### src/rtl/regfile_wb_queue.sv
// regfile_wb_queue: writeback FIFO in front of the register file, with pending-write lookup.
// Optional macro WB_BYPASS_EN: forward the youngest pending value instead of raising hazard.
module regfile_wb_queue #(
    parameter int DATA_W = 4,
    parameter int ADDR_W = 2,
    parameter int DEPTH  = 4
) (
    input  logic              clk,
    input  logic              rst,
    input  logic              in_valid,
    output logic              in_ready,
    input  logic [ADDR_W-1:0] in_addr,
    input  logic [DATA_W-1:0] in_data,
    input  logic              drain_en,
    output logic              rf_we,
    output logic [ADDR_W-1:0] rf_wr_addr,
    output logic [DATA_W-1:0] rf_wr_data,
    input  logic [ADDR_W-1:0] lk_addr1,
    input  logic [ADDR_W-1:0] lk_addr2,
    output logic              lk_hit1,
    output logic              lk_hit2,
    output logic [DATA_W-1:0] lk_data1,
    output logic [DATA_W-1:0] lk_data2,
    output logic              hazard,
    output logic [ADDR_W:0]   count,
    output logic              empty
);
    localparam int PW = $clog2(DEPTH);
    localparam int CW = ADDR_W + 1;

    logic [ADDR_W-1:0] addr_q [DEPTH];
    logic [DATA_W-1:0] data_q [DEPTH];
    logic [PW-1:0]     wp_q, wp_d, rp_q, rp_d, idx;
    logic [CW-1:0]     count_q, count_d;
    logic              push;
`ifdef WB_BYPASS_EN
    logic [DATA_W-1:0] byp1, byp2;
`endif

    always_comb begin
        empty      = count_q == '0;
        rf_we      = !empty && drain_en;
        rf_wr_addr = addr_q[rp_q];
        rf_wr_data = data_q[rp_q];
        in_ready   = (count_q < CW'(DEPTH)) || rf_we;
        push       = in_valid && in_ready;
        wp_d       = wp_q + PW'(push);
        rp_d       = rp_q + PW'(rf_we);
        count_d    = count_q + CW'(push) - CW'(rf_we);
        count      = count_q;
    end

    // Scan oldest to youngest so the youngest match overwrites earlier ones.
    always_comb begin
        lk_hit1 = 1'b0;
        lk_hit2 = 1'b0;
        idx     = rp_q;
`ifdef WB_BYPASS_EN
        byp1    = '0;
        byp2    = '0;
`endif
        for (int k = 0; k < DEPTH; k++) begin
            idx = rp_q + PW'(k);
            if (CW'(k) < count_q) begin
                if (addr_q[idx] == lk_addr1) begin
                    lk_hit1 = 1'b1;
`ifdef WB_BYPASS_EN
                    byp1    = data_q[idx];
`endif
                end
                if (addr_q[idx] == lk_addr2) begin
                    lk_hit2 = 1'b1;
`ifdef WB_BYPASS_EN
                    byp2    = data_q[idx];
`endif
                end
            end
        end
    end

`ifdef WB_BYPASS_EN
    assign lk_data1 = byp1;
    assign lk_data2 = byp2;
    assign hazard   = 1'b0;
`else
    assign lk_data1 = '0;
    assign lk_data2 = '0;
    assign hazard   = lk_hit1 | lk_hit2;
`endif

    always_ff @(posedge clk or posedge rst) begin
        if (rst) begin
            wp_q    <= '0;
            rp_q    <= '0;
            count_q <= '0;
        end else begin
            wp_q    <= wp_d;
            rp_q    <= rp_d;
            count_q <= count_d;
        end
    end

    // Entry storage needs no reset; occupancy alone marks entries valid.
    always_ff @(posedge clk) begin
        if (push) begin
            addr_q[wp_q] <= in_addr;
            data_q[wp_q] <= in_data;
        end
    end
endmodule

### config.mk
export PLATFORM = sky130hd
export DESIGN_NAME = regfile_wb_queue
export DESIGN_NICKNAME = d
export VERILOG_FILES = /design/src/rtl/regfile_wb_queue.sv
export SDC_FILE = /design/constraint.sdc
export NUM_CORES = 1
export LEC_CHECK = 0
export CAP_MARGIN = 20
export CORE_MARGIN = 2
export CORE_UTILIZATION = 54
export CTS_BUF_LIST = sky130_fd_sc_hd__clkbuf_16
export DETAILED_ROUTE_END_ITERATION = 10
export GPL_TIMING_DRIVEN = 0
export PLACE_DENSITY = 0.85
export SYNTH_ARGS = -nofsm -noshare
export SYNTH_HDL_FRONTEND = slang
export SYNTH_SLANG_ARGS = --single-unit
export TNS_END_PERCENT = 1
### constraint.sdc
create_clock -name clk -period 5.2 [get_ports clk]
set_input_delay 1.04 -clock clk [delete_from_list [all_inputs] [get_ports clk]]
set_output_delay 1.04 -clock clk [all_outputs]
set_load 0.02 [all_outputs]
==> impl_metrics.ini <==
[synth]
async_reset_ff_share_pct = 22.6
yosysUniqueCellTypes = 25
synth-main-ff-cell = edfxtp_1
synth.area.top_cells = edfxtp_1, mux4_2, dfrtp_1
ys_seq_area_share_pct = 53.6
synth_seq_cells = 31
synth_edf_count = 24
yosysMostFrequentCell = edfxtp_1
yosysWarnings = 0
synth_commonest_cells = edfxtp_1, xnor2_1, buf_4, mux4_2
yosysTopAreaCell = edfxtp_1
syn-mean-instance-area_um2 = 15.5
synth_cells = 108
netlist_area_um2 = 1670
yosysTopAreaCellShare_pct = 43.1

[power]
power_density_nw_per_um2 = 647
p_total_mw = 1.41
leakagePower_nw = 0.851
ir_drop_v = 0.000380

[clock_tree]
hold_buffers = 0
cts_setup_buffers = 0
clk_pin_slew_ns = 0.05
insertion_delay_ns = 0.27
clock_path_buffers = 2
cts-root-buf = clkbuf_16
numCtsBuffers = 5
tritoncts = yes
htree_levels = 2
cts_resized = 0
numClockSinks = 31

[worst_setup_path]
worstPathArrival_ns = 2.94
crit_path_frequent_cell = clkdlybuf4s50_1
crit_type = in2out
startpoint_type = primary input
critPathMaxFanout = 4
crit_slowest_cell = clkdlybuf4s50_1
crit_chain = clkdlybuf4s50_1 -> xor2_1 -> or3_1 -> nand4_1 -> or2_1 -> clkdlybuf4s50_1
critical_path.top_delay_family = buffers and inverters
cp-end-kind = primary output
max_stage_delay_ns = 0.59
cp.required_ns = 4.16
cp_num_buf_inv = 2

[timing]
setup_viol = 0
rsz0062_at_grt = false
hold_viol = 0
max_slew_margin_pct = 27.6
clock_skew_ns = 0.00169
fin_crit_ns = 3.98
drv_slew = 0
clock.fmax_ghz = 0.252
period_share_pct = 76.5
tightest_slew_ns = 1.08
tns_ns = 0

[place]
port_buffers = 28
dp.cells = 176
routabilityCongestion = 0.749
dp_hpwl_um = 2150
post_dp_cell_area_um2 = 2020

[finish]
syn_to_final_growth_pct = 30.6
layout.nets = 171
fin_cells = 184
drive_gt1_share_pct = 17.2
antennaDiodeCount = 0
fin_util_pct = 72.8
stdcell_area_um2 = 2180

[floorplanning]
start_util_pct = 55.7
die-area_um2 = 3560
rows = 20
io_pins = 37
die_y_um = 59.7
die_x_um = 59.7
core-area_um2 = 3000

[route]
wl_per_cell_um = 15.7
drt_wl_total_um = 2880
ant_nets = 0
drt_iter0_drc = 32
routed_via_density = 5.50
via_count = 1012
dr.pass1.iters = 4
drc = 0

[flow_run]
cap_violations = 0

[grt]
grt_use_met2_pct = 33.1
grt_pass1_vias = 1056
busiest_layer = met2
grt_max_degree = 11
use_met1_pct = 20.8
antenna_found_initial = 0
grt_usage_pct = 18.8
grt_pass1_wl_um = 4630
use_met3_pct = 5.84
overflow = 0

[hold_path]
hold_class = reg2reg

[outcome]
status = finished clean
## worst paths after layout
path	depth (start not counted)	slack [ns]	start	endpoint
min	1	0.54	wp_q[1]$_DFF_PP0_	wp_q[1]$_DFF_PP0_
max in group asynchronous	2	3.96	rst	wp_q[1]$_DFF_PP0_
min in group asynchronous	2	1.02	rst	count[0]$_DFF_PP0_
max	6	1.22	lk_addr2[1]	hazard
min reg2reg	1	0.54	wp_q[1]$_DFF_PP0_	wp_q[1]$_DFF_PP0_
max reg2reg	3	3.19	count[2]$_DFF_PP0_	data_q[2][0]$_DFFE_PP_
## flip-flops by register name (all words and copies together), names as in the netlist
name    cells
data_q     16
wp_q        2
addr_q      8
count       3
rp_q        2
## final cells by class
cell class / instances / area [um^2]
sequential: 31 / 896
fill: 201 / 818
multi-input combinational: 67 / 701
timing repair buffer: 28 / 280
clock buffer: 5 / 125
buffer: 10 / 76.3
tap: 33 / 41.3
clock inverter: 3 / 38.8
inverter: 7 / 26.3
## layout by cell type (no fill, tap or decap), types with 5 or more instances in the layout
| cell type | synthesis | layout |
|---|---|---|
| edfxtp_1 | 24 | 24 |
| xor2_1 | 6 | 6 |
| buf_4 | 8 | 8 |
| mux4_2 | 8 | 8 |
| clkdlybuf4s50_1 | 0 | 28 |
| clkbuf_16 | 0 | 5 |
| ha_1 | 6 | 6 |
| xnor2_1 | 13 | 13 |
| inv_1 | 7 | 7 |
| dfrtp_1 | 7 | 7 |
| nand3_1 | 6 | 6 |
| conb_1 | 1 | 8 |
## routing by layer
metal | share of wire, % | vias to the layer above
li1 | - | 470
met1 | 37 | 500
met2 | 55 | 38
met3 | 6.5 | 4
met4 | 0.83 | 0
met5 | 0 | -
## per-stage QoR
| stage | hold WS (ns) | worst slack, ns |
|---|---|---|
| floorplan | 0.488 | 2.12 |
| global placement | 0.507 | 1.27 |
| detailed placement | 0.525 | 1.23 |
| CTS | 0.540 | 1.22 |
| global route | 0.573 | 1.19 |
| finish | 0.536 | 1.22 |
## cells by family (layout without fill, tap and decap cells)
| kind of cell | count (synthesis) | in the layout | synth area share (%) |
|---|---|---|---|
| DFF | 31 | 31 | 53.6 |
| AOI/OAI and AO/OA | 1 | 1 | 0.299 |
| muxes | 12 | 12 | 17.1 |
| xor gates and xnor gates | 19 | 19 | 9.95 |
| buffers and inverters | 17 | 53 | 6.13 |
| adders and majority gates | 7 | 7 | 5.68 |
| and+or+nand+nor | 20 | 20 | 7.11 |
| other | 1 | 8 | 0.224 |
## report_power, final
| group | internal (mW) | switching [mW] |
|---|---|---|
| logic | 0.366 | 0.345 |
| registers | 0.335 | 0.0500 |
| clock network | 0.222 | 0.0941 |
Note: power is estimated with default switching activity, not from simulation.
